`src/rtl/fetch_stage.sv`:
```
// Instruction-fetch front end: owns the PC, drives a synchronous-read IMEM and
// registers IF/ID, with a one-entry skid buffer so decode stalls lose nothing.
module fetch_stage #(
    parameter int                XLEN      = 32,
    parameter int                IMEM_AW   = 9,
    parameter logic [XLEN-1:0]   RESET_PC  = 32'h0000_0000,
    parameter logic [XLEN-1:0]   NOP_INSTR = 32'h0000_0013
) (
    input  logic                 clk,
    input  logic                 reset,
    input  logic                 stall,
    input  logic                 flush,
    input  logic [XLEN-1:0]      redirect_pc,
    output logic [IMEM_AW-1:0]   imem_addr,
    input  logic [XLEN-1:0]      imem_rdata,
    output logic                 if_id_valid,
    output logic [XLEN-1:0]      if_id_instr,
    output logic [XLEN-1:0]      if_id_pc,
    output logic [XLEN-1:0]      if_id_pc4
);

    localparam logic [XLEN-1:0] PC_STEP = {{(XLEN-3){1'b0}}, 3'b100};

    logic [XLEN-1:0] pc_f_q, pc_f_d;
    logic            req_valid_q, req_valid_d;
    logic [XLEN-1:0] req_pc_q, req_pc_d;
    logic            skid_valid_q, skid_valid_d;
    logic [XLEN-1:0] skid_instr_q, skid_instr_d;
    logic [XLEN-1:0] skid_pc_q, skid_pc_d;
    logic            if_id_valid_q, if_id_valid_d;
    logic [XLEN-1:0] if_id_instr_q, if_id_instr_d;
    logic [XLEN-1:0] if_id_pc_q, if_id_pc_d;
    logic [XLEN-1:0] if_id_pc4_q, if_id_pc4_d;
    logic            unused_redirect_lsb_s;

    assign imem_addr             = pc_f_q[IMEM_AW+1:2];
    assign if_id_valid           = if_id_valid_q;
    assign if_id_instr           = if_id_instr_q;
    assign if_id_pc              = if_id_pc_q;
    assign if_id_pc4             = if_id_pc4_q;
    assign unused_redirect_lsb_s = ^redirect_pc[1:0];

    // Next-state: flush beats stall; a read is issued only in an unstalled, unflushed cycle.
    always_comb begin
        pc_f_d        = pc_f_q;
        req_valid_d   = 1'b0;
        req_pc_d      = req_pc_q;
        skid_valid_d  = skid_valid_q;
        skid_instr_d  = skid_instr_q;
        skid_pc_d     = skid_pc_q;
        if_id_valid_d = if_id_valid_q;
        if_id_instr_d = if_id_instr_q;
        if_id_pc_d    = if_id_pc_q;
        if_id_pc4_d   = if_id_pc4_q;
        if (flush) begin
            pc_f_d        = {redirect_pc[XLEN-1:2], 2'b00};
            skid_valid_d  = 1'b0;
            if_id_valid_d = 1'b0;
            if_id_instr_d = NOP_INSTR;
        end else if (stall) begin
            // The in-flight read's data is only on imem_rdata this cycle, so park it.
            if (req_valid_q && !skid_valid_q) begin
                skid_valid_d = 1'b1;
                skid_instr_d = imem_rdata;
                skid_pc_d    = req_pc_q;
            end else begin
                skid_valid_d = skid_valid_q;
            end
        end else begin
            req_valid_d = 1'b1;
            req_pc_d    = pc_f_q;
            pc_f_d      = pc_f_q + PC_STEP;
            if (skid_valid_q) begin
                skid_valid_d  = 1'b0;
                if_id_valid_d = 1'b1;
                if_id_instr_d = skid_instr_q;
                if_id_pc_d    = skid_pc_q;
                if_id_pc4_d   = skid_pc_q + PC_STEP;
            end else if (req_valid_q) begin
                if_id_valid_d = 1'b1;
                if_id_instr_d = imem_rdata;
                if_id_pc_d    = req_pc_q;
                if_id_pc4_d   = req_pc_q + PC_STEP;
            end else begin
                if_id_valid_d = 1'b0;
                if_id_instr_d = NOP_INSTR;
            end
        end
    end

    // State registers with asynchronous reset.
    always_ff @(posedge clk or posedge reset) begin
        if (reset) begin
            pc_f_q        <= RESET_PC;
            req_valid_q   <= 1'b0;
            req_pc_q      <= {XLEN{1'b0}};
            skid_valid_q  <= 1'b0;
            skid_instr_q  <= NOP_INSTR;
            skid_pc_q     <= {XLEN{1'b0}};
            if_id_valid_q <= 1'b0;
            if_id_instr_q <= NOP_INSTR;
            if_id_pc_q    <= {XLEN{1'b0}};
            if_id_pc4_q   <= {XLEN{1'b0}};
        end else begin
            pc_f_q        <= pc_f_d;
            req_valid_q   <= req_valid_d;
            req_pc_q      <= req_pc_d;
            skid_valid_q  <= skid_valid_d;
            skid_instr_q  <= skid_instr_d;
            skid_pc_q     <= skid_pc_d;
            if_id_valid_q <= if_id_valid_d;
            if_id_instr_q <= if_id_instr_d;
            if_id_pc_q    <= if_id_pc_d;
            if_id_pc4_q   <= if_id_pc4_d;
        end
    end

    fetch_stage_chk u_chk (
        .clk          (clk),
        .reset        (reset),
        .req_valid_i  (req_valid_q),
        .skid_valid_i (skid_valid_q)
    );

endmodule

// Invariant checker: a pending read and a full skid can never coexist.
module fetch_stage_chk (
    input  logic clk,
    input  logic reset,
    input  logic req_valid_i,
    input  logic skid_valid_i
);

    a_no_req_with_skid: assert property (@(posedge clk) disable iff (reset)
        !(req_valid_i && skid_valid_i));

endmodule
```
`config.mk`:
```
export PLATFORM = sky130hd
export DESIGN_NAME = fetch_stage
export DESIGN_NICKNAME = d
export VERILOG_FILES = /design/src/rtl/fetch_stage.sv
export SDC_FILE = /design/constraint.sdc
export NUM_CORES = 1
export LEC_CHECK = 0
export CORE_ASPECT_RATIO = 1.1
export CORE_MARGIN = 2
export CORE_UTILIZATION = 58
export DETAILED_ROUTE_END_ITERATION = 6
export PLACE_DENSITY = 0.85
export SLEW_MARGIN = 20
export SYNTH_ARGS = -nofsm -noshare
export SYNTH_HDL_FRONTEND = slang
export SYNTH_HIERARCHICAL = 1
export SYNTH_SLANG_ARGS = --single-unit
```
`constraint.sdc`:
```
create_clock -name clk -period 21 [get_ports clk]
set_clock_uncertainty 0.05 [all_clocks]
set_input_delay 4.2 -clock clk [delete_from_list [all_inputs] [get_ports clk]]
set_output_delay 4.2 -clock clk [all_outputs]
set_load 0.01 [all_outputs]
```
Yosys cells after proc, flatten, opt, wreduce, memory -nomap -nowiden
Cells that the tools add are included.
Widths: inputs -> output; s select.
{"block": "classes", "n_reduce_logical": 6, "bitwise_logic": 2, "n_eq_ne": 2, "n_addsub": 3, "mux": 19}
{"op": "$mux 32", "count": 10}
{"op": "$add 32x3->32 const B", "count": 3}
{"op": "$mux 1", "count": 9}
{"op": "$reduce_and 3->1", "count": 2}
{"op": "$ne 3x1->1 const B", "count": 1}
{"op": "$ne 2x1->1 const B", "count": 1}
{"op": "$not 1->1", "count": 2}
{"op": "$reduce_and 2->1", "count": 1}
{"op": "$reduce_bool 2->1", "count": 1}
{"op": "$logic_and 1x1->1", "count": 1}
{"op": "$logic_not 1->1", "count": 1}
{"block": "totals", "regBits": 227, "input_bits": 68, "out_inout_bits": 106}

Longest topological paths before layout
{"block": "depth", "ltp_word": 5, "mapped_depth": 12, "mapped_depth_nobuf": 7}

Worst setup path before layout
No wires, ideal clock.
{"block": "synth_timing", "path_type": "input port to flip-flop", "from": "input stall", "to": "register if_id_valid_q (netlist: if_id_valid)", "t_required_ps": 20807, "slack_ps": 14926, "cell_stages": 8, "t_arrival_ps": 5881, "path_cell_list": "clkbuf_1 > or2_0 > clkinv_1 > o21ai_0 > clkbuf_1 > clkbuf_1 > buf_1 > o21ai_0"}
{"block": "synth_via", "elab_chain_len": 1}
{"item": "start, declared", "line": "11", "text": "input logic stall,"}
{"item": "$ne 2x1->1 (no line)"}
{"item": "end signal, assigned", "line": "111", "text": "if_id_valid_q <= if_id_valid_d;"}
{"item": "end, declared", "line": "30", "text": "logic if_id_valid_q, if_id_valid_d;"}
Every way passes these cells.
A chain may end at the register's enable or synchronous reset.

Worst setup path after layout
{"block": "layout_timing", "from": "input flush", "to": "register if_id_pc4_q[17] (netlist: if_id_pc4[17])"}
{"block": "layout_via", "elab_chain_len": 2}
{"item": "start, declared", "line": "12", "text": "input logic flush,"}
{"item": "$not 1->1 (no line)"}
{"item": "$reduce_and 3->1 (no line)"}
{"item": "end signal, assigned", "line": "103", "text": "if_id_pc4_q <= {XLEN{1'b0}};"}
{"item": "end signal, assigned", "line": "114", "text": "if_id_pc4_q <= if_id_pc4_d;"}
{"item": "end, declared", "line": "33", "text": "logic [XLEN-1:0] if_id_pc4_q, if_id_pc4_d;"}
Every way passes these cells.

==> results.txt <==
* Commonest cells in the netlist: 211 x sky130_fd_sc_hd__dfrtp_1, 117 x sky130_fd_sc_hd__nand2_1, 98 x sky130_fd_sc_hd__mux2_2
- Worst slew margin relative to its limit: between 30 and 40%
- Across the VDD grid, the largest voltage drop is 0.0844 mV.
- Share of final-layout standard cells stronger than drive strength 1: roughly 15%
- Count of nets left with antenna violations after detail routing: 0
- After detailed routing, the average wire length per cell comes to around 18 µm.
- The total area inside the core boundary comes to 0.0171 mm².
- The die is ~140 µm tall.
- Leading cell type by number of instances after synthesis: sky130_fd_sc_hd__dfrtp_1
* Total of cells resized after clock tree synthesis: 0
- STA puts the critical path data arrival time at 7.60 ns.
- Kind of end point of the critical path: register
- TritonCTS created 22 clock buffers.
- 174 I/O pins were placed.
* Iteration-0 DRC count of the detailed router: slightly above 600
- The congestion estimate from routability-driven global placement came to 0.828.
* Sequential cell area: ~0.0054 mm²
- For this run, the post-layout net count is 1164.
- H-Tree Depth: 1
* Largest net degree at the start of global routing: 151
- Leakage power: about 5.3 nW
- For this run, global-route usage on met2 was measured as between 40 and 50%.
- Met3 Usage GRT: under 10%
- For met1 alone, demand over resource in global routing was 36.2%.
- After global routing the overflow that remains totals 0.
- EDFF count, synth: 0
- The critical path in this run is classified as in -> reg.
- Area growth, synth to finish: 24.9%
- Switching power share of the total: approximately 28%
* Clock insertion delay at the later pin of the skew report: 0.50 ns
- TritonCTS clock tree: done
- Inserted Diodes: 0
* Most common flop cell mapped by yosys: sky130_fd_sc_hd__dfrtp_1
* Highest fanout seen on the critical path: around 100
- Overall Global Routing Usage: 26.2%
- Max Transition Viols Final: 0
* Buffers added on ports: roughly 170
- Power density normalized to cell area: between 90 and 100 mW/mm²
- Power share of the clock group: approximately a third
* Count of maximum capacitance violations: 0
* Routing layer with the top usage in global route: met2
- Number of detailed-route iterations in the first pass: 6
- Clock tree synthesis selected as its root buffer the cell sky130_fd_sc_hd__clkbuf_16.
* Antenna violations before repair: 0
* Hold crit path type: reg -> reg
- RSZ-0062 raised after global routing: false
- At the worst endpoint, the required time is around 21 ns.
- After clock tree synthesis, the clock-pin slew on the worst setup and hold paths is ~0.06 ns.
- Share of total power in sequential cells: approximately 46%
- Measured along the x axis, the die boundary spans approximately 130 µm.
- Floorplan die area: approximately 0.019 mm²
- Setup violations remaining at the end of the flow were counted as 0.
- Register bit total from synthesis: around 220
- The first global-routing pass estimated around 40 mm of wire.
- For this design, the CTS-stage hold fixing added 0 buffers.
- Detailed-route via count: about 7800
- Summed over all instances, the cell type with the most area after synthesis is sky130_fd_sc_hd__dfrtp_1.
- Vias in the first global route: 7769
- Std-Cell Rows: 50
* Yosys cell types: 57
- Summed over its instances, the top area cell type makes up 51.8% of the synthesized netlist area.
- Measured on the finished design, the core utilization comes to 74.3%.
- Effective utilization at floorplan: 59.5%
* WL final: about 24 mm
- Synthesis produced between 900 and 1000 cells.
- Async set-or-reset flop fraction in the synthesized netlist: 100%
* Syn_area_per_cell: 10.6 µm²
- The internal portion of the total power is between 0.9 and 1 mW.
- Subtracting the final worst setup slack from the clock period gives a little over 7 ns.
- Post-CTS timing repair inserted 0 buffers for setup.
* Critical Path Source Type: input pin
* Outcome: completed
- Ranked by total cell area, the synthesized netlist is headed by sky130_fd_sc_hd__dfrtp_1 52%, sky130_fd_sc_hd__mux2_2 11%, sky130_fd_sc_hd__nand2_1 4.3%, sky130_fd_sc_hd__o21ai_0 3.6%, sky130_fd_sc_hd__nor2_1 3.2%.
* Maximum clock frequency: between 0.1 and 0.15 GHz
* Period utilization: 34.6%
- Worst-margin pin slew: roughly 1.0 ns
- Summed over all nets, the switching power comes to around 0.34 mW.
- Combinational logic is responsible for 20.2% of the overall power.
- Clock buffer depth: 3
- In the routed design, unresolved DRC markers number 0.
- The total count of hold-check failures in the final report came to 0.
* Filler Cells Inserted: ~1200
* TritonCTS sink count: between 200 and 250
- Syn. warnings: 6
* Synth Cell Area: approximately 0.01 mm²
- The share of the Yosys chip area taken by registers is a little over half.
- The multi-input combinational cells in the finished layout cover a total of ~0.0044 mm².
- For the final routed database, the setup TNS stands at 0 ns.
- Estimated wirelength of the detail-placed design: approximately 15 mm
* Routed via count divided by cell count: just under 6
[through the flow]
stage                     cell area [µm²]  setup WS [ns]  instances  power (mW)  hold slack [ns]
after detailed placement            11900          13.26       1304       0.832            0.412
after CTS                           12700          13.75       1343        1.25            0.427
final                               12700          13.73       1343        1.25            0.424
after floorplan                     10200          10.82        964       0.705            0.412
after global routing                12700          13.43       1343        1.31            0.446
after global placement              11900          13.33       1304       0.817            0.408
[per-layer routing]
metal / vias up / routed length (µm) / part of all wire (%)
met4: 0 / 762 / 3.2
met1: 3819 / 10100 / 43
met2: 296 / 11000 / 47
li1: 3644 / - / -
met5: - / 0 / 0
met3: 58 / 1740 / 7.4
[sequential cells by signal, summed over array words and instances, names as in the netlist]
register	flops
if_id_instr	32
skid_instr_q	32
if_id_pc4	30
if_id_pc	30
pc_f_q	30
req_pc_q	30
skid_pc_q	30
if_id_valid	1
req_valid_q	1
skid_valid_q	1
[kinds of logic after synthesis]
group / count (synthesis) / share of synthesized area, %
XOR/XNOR: 45 / 3.87
multiplexers: 126 / 13.6
other: 1 / 0.0368
flip-flops: 217 / 53.4
AO/OA/AOI/OAI: 182 / 11.0
buffers and inverters: 79 / 3.52
adder cells (fa/ha/maj): 2 / 0.245
AND/OR/NAND/NOR: 309 / 14.4
[cell usage in the layout, fill, tap and decap left out, types with 5 or more instances in the layout]
cell type                         netlist  routed
sky130_fd_sc_hd__dfrtp_1              211     210
sky130_fd_sc_hd__clkdlybuf4s50_1        0     165
sky130_fd_sc_hd__nand2_1              117     117
sky130_fd_sc_hd__mux2_2                98      98
sky130_fd_sc_hd__nor2_1                87      86
sky130_fd_sc_hd__o21ai_0               73      72
sky130_fd_sc_hd__a22oi_1               37      37
sky130_fd_sc_hd__a21oi_1               32      32
sky130_fd_sc_hd__xnor2_1               31      31
sky130_fd_sc_hd__mux2i_1               28      28
sky130_fd_sc_hd__nand3_1               28      28
sky130_fd_sc_hd__clkbuf_16              0      23
sky130_fd_sc_hd__nand4_1               17      17
sky130_fd_sc_hd__xor2_1                14      14
sky130_fd_sc_hd__nand3b_1              13      13
sky130_fd_sc_hd__nor4_1                11      11
sky130_fd_sc_hd__buf_4                 13      10
sky130_fd_sc_hd__a21o_1                 8       8
sky130_fd_sc_hd__inv_1                  7       6
sky130_fd_sc_hd__nor3_1                 6       6
sky130_fd_sc_hd__dfstp_2                6       6
sky130_fd_sc_hd__nand4b_1               5       5
sky130_fd_sc_hd__clkbuf_8               0       5
[path summary, 6_finish.rpt]
path	startpoint	to	slack, ns	cells after the start
worst max-delay path	flush	if_id_pc4[17]	13.73	9
worst min-delay path	if_id_pc4[3]	if_id_pc4[3]	0.42	2
worst max register to register	skid_valid_q	if_id_pc4[28]	17.71	6
worst min register to register	if_id_pc4[3]	if_id_pc4[3]	0.42	2
max in group asynchronous	reset	skid_instr_q[31]	15.36	3
min in group asynchronous	reset	if_id_instr[26]	4.20	2
[worst max-delay path: stages]
cell and delay [ns]:
sky130_fd_sc_hd__buf_2 0.07, sky130_fd_sc_hd__buf_4 0.63, sky130_fd_sc_hd__or2_0 0.19, sky130_fd_sc_hd__buf_4 0.20, sky130_fd_sc_hd__clkinv_1 0.72, sky130_fd_sc_hd__o21ai_4 0.24, sky130_fd_sc_hd__buf_4 0.70, sky130_fd_sc_hd__nor2_1 0.19
sky130_fd_sc_hd__a221o_1 0.36
[power by group through the flow]
| stage | clock network [mW] | registers, mW | logic [mW] |
|---|---|---|---|
| final | 0.420 | 0.574 | 0.252 |
| after floorplan | 0 | 0.577 | 0.128 |
| after global routing | 0.443 | 0.586 | 0.277 |
| after global placement | 0 | 0.574 | 0.243 |
| after CTS | 0.427 | 0.573 | 0.255 |
| after detailed placement | 0 | 0.580 | 0.252 |
[area by class of cell]
| class | instances | area share (%) |
|---|---|---|
| well taps | 234 | 2.30 |
| multi-input cells | 668 | 34.8 |
| clock inverters | 11 | 1.14 |
| repair buffers | 177 | 13.6 |
| flip-flops and latches | 217 | 42.7 |
| inverters | 8 | 0.334 |
| clock buffers | 28 | 5.06 |
Power figures use the tool's default switching activity.
